## src/rtl/vm_pkg.sv

```systemverilog
// Shared vending-machine definitions: money width, coin denominations,
// one-hot coin encodings and the change-dispenser state encoding.
package vm_pkg;

    localparam int MONEY_W = 7;

    localparam logic [MONEY_W-1:0] DEN_50 = 7'd50;
    localparam logic [MONEY_W-1:0] DEN_20 = 7'd20;
    localparam logic [MONEY_W-1:0] DEN_10 = 7'd10;
    localparam logic [MONEY_W-1:0] DEN_5  = 7'd5;

    // Bit order matches the hopper interface: bit3=50 ... bit0=5.
    localparam logic [3:0] COIN_50   = 4'b1000;
    localparam logic [3:0] COIN_20   = 4'b0100;
    localparam logic [3:0] COIN_10   = 4'b0010;
    localparam logic [3:0] COIN_5    = 4'b0001;
    localparam logic [3:0] COIN_NONE = 4'b0000;

    localparam logic [1:0] ST_IDLE     = 2'd0;
    localparam logic [1:0] ST_SELECT   = 2'd1;
    localparam logic [1:0] ST_DISPENSE = 2'd2;
    localparam logic [1:0] ST_DONE     = 2'd3;

endpackage

```

## src/rtl/coin_picker.sv

```systemverilog
// Greedy coin choice: the largest denomination that fits in the remaining
// amount and still has stock in the hopper.
module coin_picker
    import vm_pkg::*;
(
    input  logic [MONEY_W-1:0] remaining_i,
    input  logic [3:0]         in_stock_i,
    output logic [3:0]         coin_o,
    output logic [MONEY_W-1:0] value_o,
    output logic               found_o
);

    always_comb begin
        coin_o  = COIN_NONE;
        value_o = '0;
        found_o = 1'b0;
        if (in_stock_i[3] && remaining_i >= DEN_50) begin
            coin_o  = COIN_50;
            value_o = DEN_50;
            found_o = 1'b1;
        end else if (in_stock_i[2] && remaining_i >= DEN_20) begin
            coin_o  = COIN_20;
            value_o = DEN_20;
            found_o = 1'b1;
        end else if (in_stock_i[1] && remaining_i >= DEN_10) begin
            coin_o  = COIN_10;
            value_o = DEN_10;
            found_o = 1'b1;
        end else if (in_stock_i[0] && remaining_i >= DEN_5) begin
            coin_o  = COIN_5;
            value_o = DEN_5;
            found_o = 1'b1;
        end
    end

endmodule

```

## src/rtl/change_dispenser.sv

```systemverilog
// Pays a change amount out as single coins over a valid/ack handshake,
// tracking per-denomination hopper stock and reporting any unpaid remainder.
module change_dispenser
    import vm_pkg::*;
#(
    parameter int HOPPER_DEPTH = 15,
    parameter int CNT_W        = 4
) (
    input  logic               clock,
    input  logic               reset,
    input  logic [MONEY_W-1:0] change_in,
    input  logic               change_valid,
    input  logic               refill,
    output logic               coin_valid,
    output logic [3:0]         coin_out,
    input  logic               coin_ack,
    output logic               busy,
    output logic               done,
    output logic [MONEY_W-1:0] shortfall,
    output logic               error,
    output logic [3:0]         hopper_empty
);

    localparam logic [CNT_W-1:0] FULL = CNT_W'(HOPPER_DEPTH);

    logic [1:0]                 state_q, state_d;
    logic [MONEY_W-1:0]         remaining_q, remaining_d;
    logic [3:0][CNT_W-1:0]      stock_q, stock_d;
    logic                       coin_valid_q, coin_valid_d;
    logic [3:0]                 coin_out_q, coin_out_d;
    logic [MONEY_W-1:0]         coin_value_q, coin_value_d;
    logic [MONEY_W-1:0]         shortfall_q, shortfall_d;
    logic                       error_q, error_d;

    logic [3:0]                 pick_coin;
    logic [MONEY_W-1:0]         pick_value;
    logic                       pick_found;

    coin_picker u_picker (
        .remaining_i (remaining_q),
        .in_stock_i  (~hopper_empty),
        .coin_o      (pick_coin),
        .value_o     (pick_value),
        .found_o     (pick_found)
    );

    always_comb begin
        for (int i = 0; i < 4; i++) begin
            hopper_empty[i] = (stock_q[i] == '0);
        end
    end

    always_comb begin
        // NOTE: every next-state signal starts from its current value so no path leaves it unassigned (no latch).
        state_d      = state_q;
        remaining_d  = remaining_q;
        stock_d      = stock_q;
        coin_valid_d = coin_valid_q;
        coin_out_d   = coin_out_q;
        coin_value_d = coin_value_q;
        shortfall_d  = shortfall_q;
        error_d      = error_q;

        case (state_q)
            ST_IDLE: begin
                if (change_valid) begin
                    remaining_d = change_in;
                    shortfall_d = '0;
                    error_d     = 1'b0;
                    state_d     = ST_SELECT;
                end else if (refill) begin
                    stock_d = {4{FULL}};
                end
            end
            ST_SELECT: begin
                if (pick_found) begin
                    coin_out_d   = pick_coin;
                    coin_value_d = pick_value;
                    coin_valid_d = 1'b1;
                    state_d      = ST_DISPENSE;
                end else begin
                    // Latched on entry to DONE so the result is valid alongside done.
                    shortfall_d = remaining_q;
                    error_d     = (remaining_q != '0);
                    state_d     = ST_DONE;
                end
            end
            ST_DISPENSE: begin
                if (coin_ack && coin_valid_q) begin
                    remaining_d = remaining_q - coin_value_q;
                    for (int i = 0; i < 4; i++) begin
                        if (coin_out_q[i]) stock_d[i] = stock_q[i] - CNT_W'(1);
                    end
                    coin_valid_d = 1'b0;
                    coin_out_d   = COIN_NONE;
                    state_d      = ST_SELECT;
                end
            end
            ST_DONE: state_d = ST_IDLE;
            default: state_d = ST_IDLE;
        endcase
    end

    always_ff @(posedge clock) begin
        // NOTE: sequential state uses non-blocking assignments only.
        if (reset) begin
            state_q      <= ST_IDLE;
            remaining_q  <= '0;
            // NOTE: the stock counters are ordinary flops, so reset reloads them like any other state.
            stock_q      <= {4{FULL}};
            coin_valid_q <= 1'b0;
            coin_out_q   <= COIN_NONE;
            coin_value_q <= '0;
            shortfall_q  <= '0;
            error_q      <= 1'b0;
        end else begin
            state_q      <= state_d;
            remaining_q  <= remaining_d;
            stock_q      <= stock_d;
            coin_valid_q <= coin_valid_d;
            coin_out_q   <= coin_out_d;
            coin_value_q <= coin_value_d;
            shortfall_q  <= shortfall_d;
            error_q      <= error_d;
        end
    end

    assign coin_valid = coin_valid_q;
    assign coin_out   = coin_out_q;
    assign busy       = (state_q != ST_IDLE);
    assign done       = (state_q == ST_DONE);
    assign shortfall  = shortfall_q;
    assign error      = error_q;

endmodule

```

## config.mk

```make
export PLATFORM = sky130hd
export DESIGN_NAME = change_dispenser
export DESIGN_NICKNAME = d
export VERILOG_FILES = /design/src/rtl/vm_pkg.sv /design/src/rtl/coin_picker.sv /design/src/rtl/change_dispenser.sv
export SDC_FILE = /design/constraint.sdc
export NUM_CORES = 1
export LEC_CHECK = 0
export CELL_PAD_IN_SITES_DETAIL_PLACEMENT = 1
export CELL_PAD_IN_SITES_GLOBAL_PLACEMENT = 2
export CORE_ASPECT_RATIO = 0.8
export CORE_UTILIZATION = 33
export CTS_CLUSTER_SIZE = 30
export DETAILED_ROUTE_END_ITERATION = 8
export MAX_ROUTING_LAYER = met4
export PLACE_DENSITY = 0.83
export SKIP_CTS_REPAIR_TIMING = 1
export SYNTH_ARGS = -nofsm -noshare
export SYNTH_HDL_FRONTEND = slang
export SYNTH_SLANG_ARGS = --single-unit
```

## constraint.sdc

```tcl
create_clock -name clock -period 2.6 [get_ports clock]
set_clock_uncertainty 0.05 [all_clocks]
set_input_delay 0.52 -clock clock [delete_from_list [all_inputs] [get_ports clock]]
set_output_delay 0.52 -clock clock [all_outputs]
set_load 0.01 [all_outputs]
```

==> results of run 1 <==
[power breakdown]
group	internal, W	switching [W]	total [W]
Sequential	0.000717	0.0000629	0.000780
Combinational	0.000200	0.000245	0.000445
Clock	0.000216	0.000243	0.000459
Total	0.00113	0.000550	0.00168
[cells in the mapped netlist, types with 3 or more instances]
master    number
a211oi_1       6
a21o_1         4
a21oi_1       18
a22o_1        12
a31oi_1        3
a32o_1         3
and3_1         5
buf_2          3
clkbuf_1       4
dfxtp_1       44
ha_1          10
inv_1         25
nand2_1       26
nand2b_1       5
nand3_1        8
nor2_1        15
nor2b_1        4
nor3_1         8
nor3b_1        4
o211ai_1       3
o21ai_0       14
xnor2_1        7
[worst max path at each step]
| stage | end | cells after the start | start | slack (ns) |
|---|---|---|---|---|
| detailed placement | stock_q[7] | 6 | refill | 0.16 |
| global route | hopper_empty[0] | 4 | stock_q[1] | 0.08 |
| global placement | stock_q[7] | 6 | refill | 0.21 |
| finish | hopper_empty[0] | 4 | stock_q[0] | 0.22 |
| floorplan | coin_out[1] | 7 | stock_q[12] | 0.64 |
| CTS | hopper_empty[3] | 4 | stock_q[12] | 0.07 |
[registers in the layout, summed over array words and instances, names as in the netlist]
signal and cells:
state_q 2, error 1, coin_valid 1, stock_q 16, remaining_q 7, shortfall 7, coin_out 4, coin_value_q 6
[through the flow]
step	cells	power [W]	setup slack [ns]	hold WS (ns)	area, sq um
after global placement	377	0.00123	0.205	0.402	2720
after floorplan	263	0.00109	0.642	0.380	2300
after detailed placement	377	0.00124	0.165	0.398	2720
final	385	0.00168	0.222	0.418	2820
after global routing	385	0.00180	0.0775	0.449	2820
after CTS	385	0.00171	0.0750	0.418	2810
[area by class of cell]
class                           count  area [sq um]
Fill cell                         761          3720
Sequential cell                    44           881
Timing Repair Buffer               38           360
Tap cell                           84           105
Inverter                           25          93.8
Clock inverter                      1          7.51
Clock buffer                        7          86.3
Multi-Input combinational cell    186          1280
[worst max-delay path: stages, from the launching register on]
cell and delay [ns]:
dfxtp_1 0.34, inv_1 0.06, ha_1 0.17, nor3b_2 0.33
clkdlybuf4s50_1 0.61
[metal layers]
metal / routed length [um] / part of all wire
met1: 3070 / 0.52
met4: 76 / 0.013
met5: 0 / 0
met2: 2550 / 0.43
met3: 215 / 0.036
[kinds of logic (layout without fill, tap and decap cells)]
| group | count (synthesis) | count (layout) |
|---|---|---|
| XOR/XNOR | 8 | 8 |
| AO/OA/AOI/OAI | 76 | 76 |
| buffers and inverters | 33 | 71 |
| adder cells (fa/ha/maj) | 11 | 11 |
| multiplexers | 2 | 2 |
| AND/OR/NAND/NOR | 89 | 89 |
| flip-flops | 44 | 44 |
==> impl_metrics.env, run 1 <==
export IMPL_final_common_cell="dfxtp_1"
export IMPL_synth_mux_area_fraction=0.00926
export IMPL_clk_path_buf_depth=2
export IMPL_hp_start="coin_value_q[0]"
export IMPL_antenna_found_initial=0
export IMPL_yosys_cell_types_count=49
export IMPL_synth_xor_area_share=0.0305
export IMPL_wl_per_cell_um=15.3
export IMPL_die_area_sq_um=7300
export IMPL_fin_tns_setup_ns=0
export IMPL_yosys_warnings=0
export IMPL_rsz0062_at_grt="false"
export IMPL_synthArstFlopShare=0
export IMPL_start_util=0.351
export IMPL_drtIter0Drc=66
export IMPL_final_util=0.431
export IMPL_ys_top_cells_by_area="dfxtp_1 (38%), ha_1 (5.4%), a22o_1 (4.6%), nand2_1 (4.3%), inv_1 (4.1%)"
export IMPL_vias=1993
export IMPL_setup_violations=0
export IMPL_reg2reg_depth=7
export IMPL_insertion_delay_ns=0.30
export IMPL_crit_fanout=5
export IMPL_drv_slew=0
export IMPL_htreeDepth=2
export IMPL_nNetsFinal=323
export IMPL_fin_crit_sh=0.915
export IMPL_tightest_slew_ns=0.583
export IMPL_num_rows=26
export IMPL_area_delta_synth_final_pct=22.8
export IMPL_ys_ff_latch=44
export IMPL_synth_simple_area_share=0.206
export IMPL_cap_violations=0
export IMPL_layout_common_cells="dfxtp_1 (44), clkdlybuf4s50_1 (30), nand2_1 (26)"
export IMPL_grt_pass1_wl_um=10000
export IMPL_gp_congestion=0.798
export IMPL_whs_endpoint="coin_value_q[0]"
export IMPL_synth_compound_area_frac=0.249
export IMPL_slew_headroom=0.610
export IMPL_yosysTopAreaCellShare=0.384
export IMPL_cts_root_buf="clkbuf_8"
export IMPL_die_x_um=95.3
export IMPL_gr_usage_all_layers=0.184
export IMPL_crit_type="register to primary output"
export IMPL_synth_edff_count=0
export IMPL_grtUsageMet3=0.0379
export IMPL_firstDrtPassIters=4
export IMPL_powerDensity_nw_per_um2=597
export IMPL_ir_drop_v=0.000187
export IMPL_synth_nets=286
export IMPL_wl_um=5910
export IMPL_ys_flop_type="dfxtp_1"
export IMPL_hold_viol=0
export IMPL_whs_path_depth=1
export IMPL_place_hpwl_um=4480
export IMPL_syn_inst=263
export IMPL_antennaDiodeCount=0
export IMPL_numPortBuffers=30
export IMPL_r2r_start="stock_q[0]"
export IMPL_grt_max_degree=15
export IMPL_grt_use_met1=0.255
export IMPL_viasPerCell=5.18
export IMPL_synth_adder_area_share=0.0632
export IMPL_drtAntennaViolNets=0
export IMPL_boundaryPins=31
export IMPL_synth_area_sq_um=2300
export IMPL_synth_top_family_by_area="compound AO/OA/AOI/OAI gates"
export IMPL_drive_gt1_frac=0.0963
export IMPL_cp_end_kind="primary output"
export IMPL_synth_top_area_cell="dfxtp_1"
export IMPL_period_needed_ns=2.38
export IMPL_cellLeakagePower_nw=1.12
export IMPL_seq_area_frac_synth=0.384
export IMPL_grt_ovfl_total=0
export IMPL_numCtsBuffers=5
export IMPL_core_area_sq_um=6540
export IMPL_path_clk_slew_ns=0.09
export IMPL_status="complete, no violations"
export IMPL_rrSetupSlack_ns=0.47
export IMPL_grt_pass1_vias=1985
export IMPL_grt_busiest_layer="met2"
export IMPL_cts_tree="built"
export IMPL_cp_start_kind="register"
export IMPL_die_y_um=76.6
export IMPL_remaining_drc_errors=0
export IMPL_arrival_ns=1.81
export IMPL_postSynthAreaPerCell_sq_um=8.73
export IMPL_fmax_mhz=421
export IMPL_r2r_end="shortfall[2]"
export IMPL_hp_class="register to register"
export IMPL_met2_usage=0.266
export IMPL_critPathRequiredTime_ns=2.03
export IMPL_cts_num_sinks=44
Power figures use the tool's default switching activity.
==> run 2, diff against run 1 <==
--- a/config.mk
+++ b/config.mk
@@ -15,4 +15,5 @@
 export PLACE_DENSITY = 0.83
 export SKIP_CTS_REPAIR_TIMING = 1
+export SKIP_LAST_GASP = 1
 export SYNTH_ARGS = -nofsm -noshare
 export SYNTH_HDL_FRONTEND = slang
==> constraint.sdc (replaced) <==
create_clock -name clock -period 2.6 [get_ports clock]
set_clock_uncertainty 0.05 [all_clocks]
set_input_delay 0.39 -clock clock [delete_from_list [all_inputs] [get_ports clock]]
set_output_delay 0.39 -clock clock [all_outputs]
set_load 0.01 [all_outputs]
==> run 2 against run 1 <==
Compared with the run above:
- largest cell class unchanged
- flip-flop and latch count stayed put
- cell count is 0.78% lower
- final area stayed put
- hold slack better by 0.015 ns
- clock-buffer cell count is 1 lower
- global-route usage is 0.17 points higher
- non-clock buffer count is 3 lower
==> impl_metrics.env, run 2 (synthesized netlist as in run 1, its figures left out) <==
export IMPL_remaining_drc_errors=0
export IMPL_grt_pass1_vias=2018
export IMPL_place_hpwl_um=4520
export IMPL_clk_path_buf_depth=2
export IMPL_area_delta_synth_final_pct=22.8
export IMPL_cellLeakagePower_nw=1.12
export IMPL_cp_end_kind="primary output"
export IMPL_drtAntennaViolNets=0
export IMPL_firstDrtPassIters=4
export IMPL_power_frac_comb=0.246
export IMPL_switchingPower_w=0.000559
export IMPL_fin_tns_setup_ns=0
export IMPL_cts_num_sinks=44
export IMPL_drtIter0Drc=55
export IMPL_cp_start_kind="register"
export IMPL_swShare=0.313
export IMPL_numCtsBuffers=5
export IMPL_r2r_start="remaining_q[0]"
export IMPL_largest_register="stock_q"
export IMPL_grt_max_degree=15
export IMPL_tightest_slew_ns=0.552
export IMPL_gr_usage_all_layers=0.186
export IMPL_hold_viol=0
export IMPL_layout_common_cells="dfxtp_1 (44), clkdlybuf4s50_1 (30), nand2_1 (26)"
export IMPL_fin_crit_sh=0.911
export IMPL_startpoint="stock_q[4]"
export IMPL_setup_violations=0
export IMPL_r2r_end="remaining_q[6]"
export IMPL_rrSetupSlack_ns=0.46
export IMPL_drive_gt1_frac=0.0872
export IMPL_die_y_um=76.6
export IMPL_numPortBuffers=30
export IMPL_path_clk_slew_ns=0.09
export IMPL_boundaryPins=31
export IMPL_final_common_cell="dfxtp_1"
export IMPL_status="complete, no violations"
export IMPL_power_frac_seq=0.437
export IMPL_core_area_sq_um=6540
export IMPL_nFillCells=781
export IMPL_regArea_sq_um=881
export IMPL_grt_ovfl_total=0
export IMPL_whs_endpoint="shortfall[4]"
export IMPL_reg2reg_depth=8
export IMPL_die_x_um=95.3
export IMPL_wl_um=5940
export IMPL_htreeDepth=2
export IMPL_multi_input_area_sq_um=1280
export IMPL_wl_per_cell_um=15.5
export IMPL_stdcell_count=382
export IMPL_p_int_w=0.00123
export IMPL_critPathRequiredTime_ns=2.16
export IMPL_largest_register_ffs=16
export IMPL_whs_path_depth=1
export IMPL_arrival_ns=1.93
export IMPL_viasPerCell=5.27
export IMPL_num_rows=26
export IMPL_die_area_sq_um=7300
export IMPL_insertion_delay_ns=0.31
export IMPL_crit_type="register to primary output"
export IMPL_start_util=0.351
export IMPL_cap_violations=0
export IMPL_rsz0062_at_grt="false"
export IMPL_holdWs_ns=0.433
export IMPL_cts_tree="built"
export IMPL_dp_cells=374
export IMPL_cts_root_buf="clkbuf_8"
export IMPL_period_needed_ns=2.37
export IMPL_grt_pass1_wl_um=10200
export IMPL_drv_slew=0
export IMPL_antennaDiodeCount=0
export IMPL_antenna_found_initial=0
export IMPL_vias=2014
export IMPL_clkPwrFrac=0.317
export IMPL_final_util=0.431
export IMPL_ir_drop_v=0.000207
export IMPL_crit_fanout=3
export IMPL_gp_congestion=0.780
export IMPL_nNetsFinal=320
export IMPL_hp_class="register to register"
export IMPL_fmax_mhz=422
export IMPL_slew_headroom=0.632
export IMPL_hp_start="shortfall[4]"
export IMPL_powerDensity_nw_per_um2=634
## run 2: cell types whose count changed in the layout (fill, tap and decap cells not counted), sizes merged
cell	change
clkinv	+1
buf	-3
bufinv	+1
clkbuf	-1
clkinvlp	-1
## run 2: power by group through the flow
stage	Clock, W	Combinational, W	Sequential, W
2_1_floorplan	0	0.000323	0.000771
6_report	0.000566	0.000441	0.000781
4_1_cts	0.000581	0.000443	0.000780
3_3_place_gp	0	0.000432	0.000796
5_1_grt	0.000614	0.000494	0.000791
3_5_place_dp	0	0.000440	0.000796
## run 2: how the worst max path moves through the flow
stage                      end  slack, ns
2_1_floorplan      coin_out[1]       0.64
4_1_cts        hopper_empty[1]       0.18
3_5_place_dp        stock_q[7]       0.29
6_report       hopper_empty[1]       0.23
3_3_place_gp        stock_q[7]       0.34
5_1_grt        hopper_empty[1]       0.11
## run 2: metal layers
layer	track usage	wire (um)	part of all wire
met1	0.265	3160	0.53
met2	0.264	2500	0.42
met3	0.0309	180	0.030
met4	0.0591	93	0.016
met5	-	0	0
## run 2: critical path: stages, from the launching register on
cell             delay [ns]
dfxtp_1                0.34
inv_1                  0.09
ha_1                   0.16
nor3b_1                0.40
clkdlybuf4s50_1        0.63
## run 2: cell type report
cell class,instances,share of cell area
Sequential cell,44,0.312
Clock buffer,6,0.0293
Clock inverter,2,0.0138
Tap cell,84,0.0373
Timing Repair Buffer,35,0.120
Inverter,25,0.0333
Multi-Input combinational cell,186,0.454
## run 2: metrics by stage
stage,setup WS [ns],power (W),instance area [sq um]
5_1_grt,0.112,0.00190,2820
4_1_cts,0.180,0.00180,2820
3_5_place_dp,0.287,0.00124,2700
2_1_floorplan,0.642,0.00109,2300
6_report,0.232,0.00179,2820
3_3_place_gp,0.344,0.00123,2700
